**config.mk**
```make
export PLATFORM = sky130hd
export DESIGN_NAME = sel_slot_buf
export DESIGN_NICKNAME = d
export VERILOG_FILES = /design/src/rtl/sel_slot_buf.sv
export SDC_FILE = /design/constraint.sdc
export NUM_CORES = 1
export LEC_CHECK = 0
export ABC_CLOCK_PERIOD_IN_PS = 4000
export CAP_MARGIN = 20
export CORE_MARGIN = 2
export CORE_UTILIZATION = 45
export DETAILED_ROUTE_END_ITERATION = 7
export PLACE_DENSITY = 0.88
export SYNTH_ARGS = -nofsm -noshare
export SYNTH_HDL_FRONTEND = slang
export SYNTH_SLANG_ARGS = --single-unit
export TNS_END_PERCENT = 50
```
**constraint.sdc**
```tcl
create_clock -name clk -period 4 [get_ports clk]
set_clock_uncertainty 0.1 [all_clocks]
set_input_delay 0.8 -clock clk [delete_from_list [all_inputs] [get_ports clk]]
set_output_delay 0.8 -clock clk [all_outputs]
set_load 0.03 [all_outputs]
```
**src/rtl/sel_slot_buf.sv**
```systemverilog
// sel_slot_buf
// Entry buffer that sits directly in front of the priority selector. It keeps
// up to IN elements in fixed slots. The slot contents and an active-high
// occupancy bitmap feed the selector. The selector's one-hot pos result
// returns as a grant, and the granted slot is freed.
//
// Ports:
//   clk        clock
//   reset      asynchronous, active-high reset
//   clr        synchronous flush of every slot (wins over write and release)
//   we/wdata   write request and data
//   wready     a write can be accepted this cycle (decoded from cnt only)
//   wslot      one-hot slot a write this cycle lands in (lowest free, 0 when full)
//   req        occupancy bitmap, bit k = slot k valid
//   ent        packed slot contents, slot k at index k
//   gnt_valid  grant qualifier
//   gnt        one-hot grant from the selector
//   count      number of occupied slots
//   empty/full count == 0 / count == IN
module sel_slot_buf #(
    parameter int DATA = 5,
    parameter int IN   = 8,
    parameter int CNTW = $clog2(IN + 1)
) (
    input  logic                      clk,
    input  logic                      reset,
    input  logic                      clr,
    input  logic                      we,
    input  logic [DATA-1:0]           wdata,
    output logic                      wready,
    output logic [IN-1:0]             wslot,
    output logic [IN-1:0]             req,
    output logic [IN-1:0][DATA-1:0]   ent,
    input  logic                      gnt_valid,
    input  logic [IN-1:0]             gnt,
    output logic [CNTW-1:0]           count,
    output logic                      empty,
    output logic                      full
);

    logic [IN-1:0]            vld;
    logic [IN-1:0][DATA-1:0]  dat;
    logic [CNTW-1:0]          cnt;

    logic                     wacc;
    logic [IN-1:0]            rel;
    logic [IN-1:0]            rel_lo;
    logic                     rel_any;

    assign req   = vld;
    assign ent   = dat;
    assign count = cnt;

    // Status comes from the counter register alone, so a grant in a full
    // cycle does not open wready until the following cycle.
    assign empty  = (cnt == '0);
    assign full   = (cnt == CNTW'(IN));
    assign wready = !full;

    // Lowest-index free slot. Scanning downward lets the lowest free slot win.
    always_comb begin
        wslot = '0;
        for (int k = IN - 1; k >= 0; k--) begin
            if (!vld[k]) begin
                wslot    = '0;
                wslot[k] = 1'b1;
            end
        end
    end

    assign wacc = we && wready;

    // Grant bits on empty slots are ignored. If an illegal multi-bit grant
    // arrives, only its lowest bit is honoured.
    assign rel     = gnt_valid ? (gnt & vld) : '0;
    assign rel_lo  = rel & (~rel + IN'(1));
    assign rel_any = (rel != '0);

    always_ff @(posedge clk or posedge reset) begin
        if (reset) begin
            vld <= '0;
            dat <= '0;
            cnt <= '0;
        end else if (clr) begin
            vld <= '0;
            cnt <= '0;
        end else begin
            // The write slot is free and the released slot is occupied, so
            // these two updates never touch the same slot.
            for (int k = 0; k < IN; k++) begin
                if (wacc && wslot[k]) begin
                    dat[k] <= wdata;
                end
            end
            vld <= (vld | (wacc ? wslot : '0)) & ~rel_lo;
            cnt <= cnt + CNTW'(wacc) - CNTW'(rel_any);
        end
    end

    a_cnt_matches_vld : assert property (@(posedge clk) disable iff (reset)
        int'(cnt) == $countones(vld));

    a_no_write_when_full : assert property (@(posedge clk) disable iff (reset)
        !wready |=> (cnt <= $past(cnt)));

    a_gnt_onehot : assert property (@(posedge clk) disable iff (reset)
        gnt_valid |-> $onehot0(gnt));

endmodule

```
-- After elaboration in Yosys (flattened, before gate mapping)
Cells that the tools add are included.
- bits in registers: 52
- input port bits: 18
- word-level logic and storage cells: 53
- $add $sub $neg: 3
- equal/unequal tests: 1
- mux-type cells: 12
- bitwise operators: 7
- reductions and logical operators: 20
- operators by type and width (cell ; count):
    8-bit two-way mux ; 11
    8-bit AND ; 3
    8-bit inverter ; 2
    2-bit AND reduction ; 8
    1-bit logical AND ; 9
    8-bit by 1-bit adder with 8-bit output, second input constant ; 1
    8-bit bitwise OR ; 1
    8-bit nonzero test ; 1
    4-bit by 1-bit adder with 4-bit output ; 1
    4-bit equality test, second input constant ; 1
    4-bit logical NOT ; 1
    4-bit two-way mux ; 1
    4-bit by 1-bit subtractor with 4-bit output ; 1
    1-bit logical NOT ; 1
    1-bit inverter ; 1

-- Logic depth before layout (Yosys ltp)
Gate-level depths: netlist of the first run.
- depth after elaboration: 12
- depth in mapped cells: 13
- mapped depth without buffers: 12

-- Least setup slack after synthesis of the first run
No wires, ideal clock.
- kind: reg-to-reg
- from: register cnt[2] (netlist: count[2])
- to: register cnt[1] (netlist: count[1])
- setup time: 0.132 ns
- data arrival time: 2.628 ns
- setup slack: 1.139 ns
- stages on the path, launching flop included: 12
- clock period less this slack: 2.861 ns
- cells stage by stage: dfrtp_1 > inv_1 > ha_1 > or3b_1 > and2_0 > clkbuf_1 > inv_1 > ha_1 > inv_1 > ha_1 > fa_1 > nor2b_1
- longest elaborated chain between the ends: 6
- ends and longest elaborated chain (element ; RTL line ; text):
    start: declaration ; 43 ; logic [CNTW-1:0] cnt;
    start signal: assignment ; 96 ; cnt <= cnt + CNTW'(wacc) - CNTW'(rel_any);
    4-bit equality test ; 57 ; assign full = (cnt == CNTW'(IN));
    1-bit logical NOT ; 58 ; assign wready = !full;
    net wready ; 30 ; output logic wready,
    1-bit logical AND ; 71 ; assign wacc = we && wready;
    4-bit by 1-bit adder with 4-bit output ; 96 ;
    4-bit by 1-bit subtractor with 4-bit output ; 96 ;
    4-bit two-way mux ; 84 ; end else if (clr) begin
The timed path passes the listed nets, and every way through them passes these cells.
A chain may end at the register's enable or synchronous reset.

-- Worst setup path after layout of the first run
- from: register vld[0] (netlist: req[0])
- to: output wslot[6]
- longest elaborated chain between the ends: 1
- ends and longest elaborated chain (element ; RTL line ; text):
    start: declaration ; 41 ; logic [IN-1:0] vld;
    start signal: assignment ; 95 ; vld <= (vld | (wacc ? wslot : '0)) & ~rel_lo;
    8-bit two-way mux ; 64 ; if (!vld[k]) begin
    end: declaration ; 31 ; output logic [IN-1:0] wslot,
No other way between the ends.

==> results.json, run 1 <==
{
  "status": "finished, final reports clean",
  "grt-ovfl-total": 0,
  "slew-limit-headroom_pct": 44.5,
  "ios": 81,
  "postCtsHoldBufs": 0,
  "grt_pass1_vias": 1730,
  "coreArea_um2": 5070,
  "layout.cells.non_filler": 339,
  "arrival_ps": 2160,
  "whs_path_depth": 1,
  "cts_buffers": 5,
  "drt_iter0_drc": 76,
  "num_rows": 26,
  "reg2regPathDepth": 12,
  "htree_levels": 2,
  "start_util_pct": 46.6,
  "area_growth_pct": 41.0,
  "synth_nets": 212,
  "holdWs_ps": 410,
  "max_freq_mhz": 327,
  "clock-sinks": 52,
  "antenna_found_initial": 0,
  "synth_top_flop_cell": "dfrtp_1",
  "gp_congestion": 0.848,
  "nNetsFinal": 293,
  "end_kind": "primary output",
  "cts_root_buf": "clkbuf_8",
  "grt_util_all_layers_pct": 19.8,
  "synth_seq_cells": 52,
  "crit_required_ps": 3100,
  "maxSlewViolCount": 0,
  "die_y_um": 76.5,
  "cp_slowest_cell": "clkdlybuf4s50_1",
  "grt_start_max_net_pins": 53,
  "cts_resized": 0,
  "leakagePower_uw": 0.00150,
  "crit_fanout": 11,
  "yosysWarnings": 0,
  "post-route-min-period_ps": 3060,
  "power_uw": 1650,
  "hold_path.class": "register to register",
  "worstHoldStart": "ent[34]$_DFFE_PP0P_",
  "routed.top_layer": "met4",
  "finalSetupTns_ps": 0,
  "cp_slowest_stage_delay_ps": 680,
  "setup_viol": 0,
  "start_kind": "register",
  "rrSetupSlack_ps": 1290,
  "dr_total_vias": 1766,
  "wl_met1_um": 2480,
  "postRouteAntennaNets": 0,
  "critical_path.cell_chain": "and4_4 -> nand3_2 -> nor2_1 -> clkdlybuf4s50_1",
  "synthCells": 187,
  "rr_startpoint": "count[2]$_DFF_PP0_",
  "power_density_nw_per_um2": 494,
  "wl_met2_um": 2830,
  "syn-cell-area_um2": 2360,
  "dr.pass1.iters": 4,
  "die_w_um": 76.5,
  "insertedDiodeCount": 0,
  "final_layout_size_suffix_gt1_share_pct": 21.2,
  "hold_end": "ent[34]$_DFFE_PP0P_",
  "met3_length_um": 279,
  "avgViaCountPerCell": 5.21,
  "path_clk_slew_ps": 100,
  "cts_tree": "done",
  "clock_latency_ps": 300,
  "fin_crit_sh_pct": 76.5,
  "rsz0062_at_grt": "false",
  "dp_hpwl_um": 4080,
  "r2r-end": "count[3]$_DFF_PP0_",
  "wl_per_cell_um": 16.6,
  "path_class": "register to primary output",
  "avgSynthCellArea_um2": 12.6,
  "final_hold_viol_count": 0,
  "synth_edf_count": 0,
  "grt_pass1_wl_um": 9100,
  "portBuffers": 80,
  "placed_cells": 330,
  "wirelength_um": 5610,
  "maxCapViolCount": 0,
  "final_core_util_pct": 65.7,
  "yosysSeqAreaShare_pct": 55.0,
  "synthArstFlopShare_pct": 100,
  "post-cts-setup-buffers": 0,
  "synth_cell_types": 40,
  "clockBufferDepth": 2,
  "peakVddDrop_uv": 436,
  "dieArea_um2": 5850,
  "drc": 0,
  "worst_pin_slew_ps": 826
}
[worst max-delay path by stage]
| stage | slack (ps) | to | startpoint |
|---|---|---|---|
| after global placement | 830 | count[2]$_DFF_PP0_ | gnt[1] |
| after floorplan | 1140 | count[1]$_DFF_PP0_ | count[2]$_DFF_PP0_ |
| after global routing | 880 | wslot[6] | req[0]$_DFF_PP0_ |
| after detailed placement | 730 | count[2]$_DFF_PP0_ | gnt[1] |
| final | 940 | wslot[6] | req[0]$_DFF_PP0_ |
| after CTS | 960 | wslot[6] | req[0]$_DFF_PP0_ |
[cell usage after synthesis, drive strengths merged, types with 2 or more instances]
cell type,instances,share of area (%)
ha,6,3.2
dfrtp,52,55
nand4,4,1.1
mux2,40,20
nand2,13,2.1
clkbuf,4,0.63
or3,2,0.58
a31oi,3,0.79
buf,5,1.4
nand3,3,1.1
nor3b,2,0.63
nor3,6,1.3
nor2,13,2.1
inv,10,1.6
xnor2,2,0.74
nor2b,4,1.1
[critical path, delay by kind of cell, from the launching register on]
kind,cells,cell delay [ps]
buffers and inverters,1,680
DFF,1,620
and+or+nand+nor,3,550
[cells by family (layout without fill, tap and decap cells)]
kind of cell,count (synthesis),in the layout,share of synthesized area (%)
AOI/OAI and AO/OA,13,13,4.18
adders and majority gates,7,7,4.02
muxes,40,40,19.8
DFF,52,52,55.0
and+or+nand+nor,54,54,12.5
buffers and inverters,19,101,3.65
xor gates and xnor gates,2,2,0.741
[metal layers]
layer,track usage [%],up-vias
li1,-,823
met1,25.4,897
met2,32.8,44
met3,6.04,2
met4,4.73,0
met5,0,-
[area by class of cell]
type                    count  area [µm²]
multi-input cells         116         977
repair buffers             83         836
clock inverters             3        26.3
well taps                  70        87.6
fillers                   410        1740
flip-flops and latches     52        1300
inverters                  10        37.5
clock buffers               5        68.8
[registers in the layout (all words and copies together), names as in the netlist]
name / count
req: 8
count: 4
ent: 40
[report_power, final]
| part | internal [µW] | switching [µW] | leakage (µW) |
|---|---|---|---|
| clock network | 129 | 186 | 0.0000491 |
| logic | 300 | 366 | 0.000753 |
| registers | 606 | 58.6 | 0.000699 |
[stage by stage]
stage	area [µm²]	setup WS [ps]
after floorplan	2360	1140
after global placement	3220	835
after detailed placement	3220	731
after CTS	3310	957
after global routing	3330	877
final	3330	939
[layout by cell type, fill, tap and decap left out, drive strengths merged, types with 2 or more instances in the layout]
cell / instances
dfrtp: 52
clkbuf: 5
ha: 6
clkdlybuf4s50: 80
inv: 12
nor2: 13
nand4: 4
nor3b: 2
xnor2: 2
nor2b: 4
buf: 3
nand2: 13
a31oi: 3
mux2: 40
nor3: 6
nand3: 3
or3: 2
No activity file was read; power rests on OpenSTA's default activity.
==> run 2, diff against run 1 <==
--- a/config.mk
+++ b/config.mk
@@ -5,12 +5,12 @@
 export SDC_FILE = /design/constraint.sdc
 export NUM_CORES = 1
 export LEC_CHECK = 0
-export ABC_CLOCK_PERIOD_IN_PS = 4000
+export ABC_CLOCK_PERIOD_IN_PS = 2800
 export CAP_MARGIN = 20
 export CORE_MARGIN = 2
-export CORE_UTILIZATION = 45
+export CORE_UTILIZATION = 41
 export DETAILED_ROUTE_END_ITERATION = 7
-export PLACE_DENSITY = 0.88
+export PLACE_DENSITY = 0.85
 export SYNTH_ARGS = -nofsm -noshare
 export SYNTH_HDL_FRONTEND = slang
 export SYNTH_SLANG_ARGS = --single-unit
==> constraint.sdc (replaced) <==
create_clock -name clk -period 2.8 [get_ports clk]
set_clock_uncertainty 0.1 [all_clocks]
set_input_delay 0.56 -clock clk [delete_from_list [all_inputs] [get_ports clk]]
set_output_delay 0.56 -clock clk [all_outputs]
set_load 0.03 [all_outputs]
==> run 2 against run 1 <==
  * Combinational power grew 46%
  * Total power up 59%
  * Clock power up 120%
  * Worst setup slack worse by 840 ps
  * Non-clock buffer count increased by 9
  * Critical path depth is the same
  * Worst hold slack about the same
  * Highest routed layer unchanged
  * Sequential share of layout area is 1.6 points lower
  * Via count grew 2.9%
  * Largest power group unchanged
  * Register-to-register slack lost 950 ps
  * Flip-flop and latch count stayed put
  * Core utilization down 2.9 points
==> results.json, run 2 (synthesized netlist as in run 1, its figures left out) <==
{
  "worst_pin_slew_ps": 532,
  "start_util_pct": 42.7,
  "multi_input_area_um2": 980,
  "final_cell_mix": "clkdlybuf4s50_1, dfrtp_1, mux2_2",
  "coreArea_um2": 5540,
  "num_rows": 27,
  "maxCapViolCount": 0,
  "critical_path.cell_chain": "and4_4 -> nand2_1 -> nor2_1 -> clkdlybuf4s50_1",
  "nFillCells": 454,
  "portBuffers": 80,
  "crit_fanout": 10,
  "max_freq_mhz": 371,
  "htree_levels": 2,
  "place_ws_ps": -177,
  "insertedDiodeCount": 0,
  "register_area_um2": 1300,
  "antenna_found_initial": 0,
  "crit_buf_inv": 1,
  "final.setup.worst_slack_ps": 101,
  "place_area_um2": 3310,
  "start_kind": "register",
  "final_hold_viol_count": 0,
  "setup_viol": 0,
  "avgViaCountPerCell": 5.19,
  "nNetsFinal": 302,
  "drt_iter0_drc": 63,
  "path_clk_slew_ps": 100,
  "peakVddDrop_uv": 480,
  "hold_path.class": "register to register",
  "ios": 81,
  "dp_hpwl_um": 4280,
  "area_growth_pct": 47.0,
  "final_layout_size_suffix_gt1_share_pct": 24.5,
  "clock_latency_ps": 300,
  "gp_congestion": 0.865,
  "cts_tree": "done",
  "power_uw": 2620,
  "post-cts-setup-buffers": 0,
  "grt_pass1_vias": 1892,
  "fin_crit_sh_pct": 96.4,
  "maxSlewViolCount": 0,
  "power_density_nw_per_um2": 752,
  "crit_required_ps": 2140,
  "leakagePower_uw": 0.00161,
  "arrival_ps": 2040,
  "cts_buffers": 5,
  "grt_start_max_net_pins": 30,
  "dr_total_vias": 1818,
  "clockBufferDepth": 2,
  "drc": 0,
  "postRouteAntennaNets": 0,
  "path_class": "register to primary output",
  "cp_slowest_cell": "clkdlybuf4s50_1",
  "die_y_um": 79.9,
  "dieArea_um2": 6390,
  "critPathTopFamily": "buffers and inverters",
  "wl_per_cell_um": 16.3,
  "design_area_um2": 3480,
  "final_common_cell": "clkdlybuf4s50_1",
  "dr.pass1.iters": 4,
  "largest_reg_flops": 40,
  "rsz0062_at_grt": "false",
  "final_core_util_pct": 62.8,
  "grt_util_all_layers_pct": 18.9,
  "holdWs_ps": 410,
  "wirelength_um": 5720,
  "cp_slowest_stage_delay_ps": 680,
  "grt_pass1_wl_um": 9320,
  "slew-limit-headroom_pct": 64.5,
  "post-route-min-period_ps": 2700,
  "cts_root_buf": "clkbuf_8",
  "grt-ovfl-total": 0,
  "status": "finished, final reports clean",
  "clock-sinks": 52,
  "end_kind": "primary output",
  "die_w_um": 79.9
}
run 2: stage by stage:
step	instances	TNS, ps
finish	350	0
floorplan	187	0
detailed placement	342	-435
CTS	350	0
global placement	342	-139
global route	350	0
run 2: final cells by class:
| type | count | share of cell area, % |
|---|---|---|
| inverter | 10 | 1.08 |
| clock buffer | 5 | 1.98 |
| clock inverter | 3 | 2.59 |
| multi-input combinational | 116 | 28.2 |
| tap | 72 | 2.59 |
| timing repair buffer | 92 | 26.1 |
| sequential | 52 | 37.5 |
run 2: routing by layer:
| layer | up-vias | GRT usage [%] | routed length (µm) |
|---|---|---|---|
| met5 | - | 0 | 0 |
| met4 | 0 | 3.73 | 14 |
| met3 | 2 | 5.43 | 510 |
| met2 | 78 | 30.8 | 2810 |
| met1 | 904 | 25.2 | 2390 |
| li1 | 834 | - | - |
run 2: worst reg2reg max path: stages (launching register included):
cell and delay (ps):
dfrtp_1 380, inv_1 100, ha_1 140, or3b_4 390, and2_0 190, inv_1 70
ha_1 220, inv_1 60, ha_1 170, fa_1 410, nor2b_1 130
run 2: worst paths after layout:
path	start	endpoint	slack (ps)	depth (start not counted)
max	req[1]$_DFF_PP0_	wslot[5]	100	4
min	ent[34]$_DFFE_PP0P_	ent[34]$_DFFE_PP0P_	410	1
max reg2reg	count[2]$_DFF_PP0_	count[1]$_DFF_PP0_	340	10
min reg2reg	ent[34]$_DFFE_PP0P_	ent[34]$_DFFE_PP0P_	410	1
max in group asynchronous	reset	ent[37]$_DFFE_PP0P_	1550	3
min in group asynchronous	reset	ent[25]$_DFFE_PP0P_	510	2
run 2: repair_timing:
action	in CTS	in global routing
gates resized for setup	0	3
endpoints found under the hold margin	0	0
hold buffers	0	0
endpoints found under the setup margin	0	3
run 2: power by group:
part	total, µW	switching (µW)	leakage [µW]	internal, µW
Sequential	949	82.1	0.000698	867
Combinational	972	526	0.000835	445
Clock	694	248	0.0000784	447
==> run 3, diff against run 2 <==
--- a/config.mk
+++ b/config.mk
@@ -5,12 +5,12 @@
 export SDC_FILE = /design/constraint.sdc
 export NUM_CORES = 1
 export LEC_CHECK = 0
-export ABC_CLOCK_PERIOD_IN_PS = 2800
+export ABC_CLOCK_PERIOD_IN_PS = 3500
 export CAP_MARGIN = 20
 export CORE_MARGIN = 2
-export CORE_UTILIZATION = 41
+export CORE_UTILIZATION = 45
 export DETAILED_ROUTE_END_ITERATION = 7
-export PLACE_DENSITY = 0.85
+export PLACE_DENSITY = 0.88
 export SYNTH_ARGS = -nofsm -noshare
 export SYNTH_HDL_FRONTEND = slang
 export SYNTH_SLANG_ARGS = --single-unit
==> constraint.sdc (replaced) <==
create_clock -name clk -period 3.5 [get_ports clk]
set_clock_uncertainty 0.1 [all_clocks]
set_input_delay 0.7 -clock clk [delete_from_list [all_inputs] [get_ports clk]]
set_output_delay 0.7 -clock clk [all_outputs]
set_load 0.02 [all_outputs]
==> run 3 against run 2 <==
  * Flip-flop and latch count unchanged
  * Total power fell by 32%
  * Combinational power decreased by 30%
==> results.json, run 3 (synthesized netlist as in run 1, its figures left out) <==
{
  "status": "finished, final reports clean",
  "peakVddDrop_uv": 353,
  "final_core_util_pct": 65.8,
  "grt_pass1_vias": 1782,
  "start_util_pct": 46.6,
  "die_w_um": 76.5,
  "crit_required_ps": 2700,
  "num_rows": 26,
  "grt_util_all_layers_pct": 19.8,
  "hold_path.class": "register to register",
  "nNetsFinal": 296,
  "insertedDiodeCount": 0,
  "max_freq_mhz": 349,
  "cts_buffers": 5,
  "rr_startpoint": "count[2]$_DFF_PP0_",
  "final_hold_viol_count": 0,
  "slew-limit-headroom_pct": 57.1,
  "worst_pin_slew_ps": 644,
  "arrival_ps": 2070,
  "dp_hpwl_um": 4100,
  "coreArea_um2": 5070,
  "grt_start_max_net_pins": 53,
  "start_kind": "register",
  "dr_total_vias": 1778,
  "cts_root_buf": "clkbuf_8",
  "critical_path.cell_chain": "inv_1 -> ha_1 -> or3b_1 -> inv_1 -> clkdlybuf4s50_1",
  "dr.pass1.iters": 4,
  "multi_input_area_um2": 977,
  "register_area_um2": 1300,
  "path_class": "register to primary output",
  "cts_tree": "done",
  "path_clk_slew_ps": 90,
  "area_growth_pct": 41.3,
  "final_cell_mix": "clkdlybuf4s50_1, dfrtp_1, mux2_2",
  "leakagePower_uw": 0.00151,
  "nFillCells": 408,
  "post-route-min-period_ps": 2870,
  "maxSlewViolCount": 0,
  "maxCapViolCount": 0,
  "drt_iter0_drc": 121,
  "power_density_nw_per_um2": 532,
  "die_y_um": 76.5,
  "cp_slowest_stage_delay_ps": 600,
  "end_kind": "primary output",
  "htree_levels": 2,
  "gp_congestion": 0.858,
  "crit_start": "count[2]$_DFF_PP0_",
  "post-cts-setup-buffers": 0,
  "ios": 81,
  "fin_crit_sh_pct": 81.9,
  "cts_resized": 0,
  "worstHoldStart": "ent[34]$_DFFE_PP0P_",
  "cp_slowest_cell": "clkdlybuf4s50_1",
  "crit_fanout": 4,
  "drc": 0,
  "final_common_cell": "clkdlybuf4s50_1",
  "avgViaCountPerCell": 5.20,
  "postCtsHoldBufs": 0,
  "setup_viol": 0,
  "final_layout_size_suffix_gt1_share_pct": 22.1,
  "wl_per_cell_um": 16.5,
  "grt_pass1_wl_um": 9070,
  "clockBufferDepth": 2,
  "postRouteAntennaNets": 0,
  "portBuffers": 80,
  "clock_latency_ps": 300,
  "clock-sinks": 52,
  "largest_reg_flops": 40,
  "finalSetupTns_ps": 0,
  "wirelength_um": 5650,
  "dieArea_um2": 5850,
  "antenna_found_initial": 0,
  "grt-ovfl-total": 0,
  "rsz0062_at_grt": "false",
  "cpMostUsedCell": "inv_1"
}
[run 3: cell types whose count changed in the layout (fill, tap and decap cells not counted), moves of 2 or more]
cell,previous run,this run
dlymetal6s2s_1,2,0
bufinv_16,3,0
clkdlybuf4s50_1,78,80
buf_4,11,6
[run 3: per-layer routing]
layer	global-route usage [%]	part of all wire, %	up-vias
met2	33.5	51	60
li1	-	-	822
met5	0	0	-
met3	6.04	6.1	5
met4	4.73	0.78	0
met1	25.1	42	891
[run 3: worst paths after layout]
| check | endpoint | slack [ps] | cells after the start |
|---|---|---|---|
| worst min-delay path | ent[34]$_DFFE_PP0P_ | 400 | 1 |
| worst max-delay path | full | 630 | 5 |
| min in group asynchronous | req[4]$_DFF_PP0_ | 770 | 3 |
| max in group asynchronous | req[0]$_DFF_PP0_ | 2090 | 3 |
| worst min register to register | ent[34]$_DFFE_PP0P_ | 400 | 1 |
| worst max register to register | count[1]$_DFF_PP0_ | 800 | 11 |
[run 3: area by class of cell]
type                       count  share of cell area [%]
multi-input combinational    116                    29.3
clock inverter                 3                   0.674
inverter                      10                    1.12
timing repair buffer          86                    25.3
clock buffer                   5                    2.06
tap                           70                    2.62
sequential                    52                    39.0
[run 3: per-stage QoR]
stage	setup WS (ps)	instance area, µm²	hold WS, ps	power, µW	cells
after floorplan	755	2360	515	1130	187
after global placement	448	3250	378	1430	334
after detailed placement	328	3250	383	1450	334
after CTS	619	3340	406	1800	342
after global routing	515	3340	425	1880	342
final	633	3340	400	1780	342
[run 3: worst max-delay path, delay by kind of cell (launching register included)]
family	cells	cell delay [ps]
adders and majority gates	1	150
buffers and inverters	3	800
DFF	1	410
and+or+nand+nor	1	410
[run 3: report_power, final]
part           switching, µW  internal (µW)  total [µW]
Sequential              64.2            693         757
Combinational            331            347         678
Clock                    200            143         343
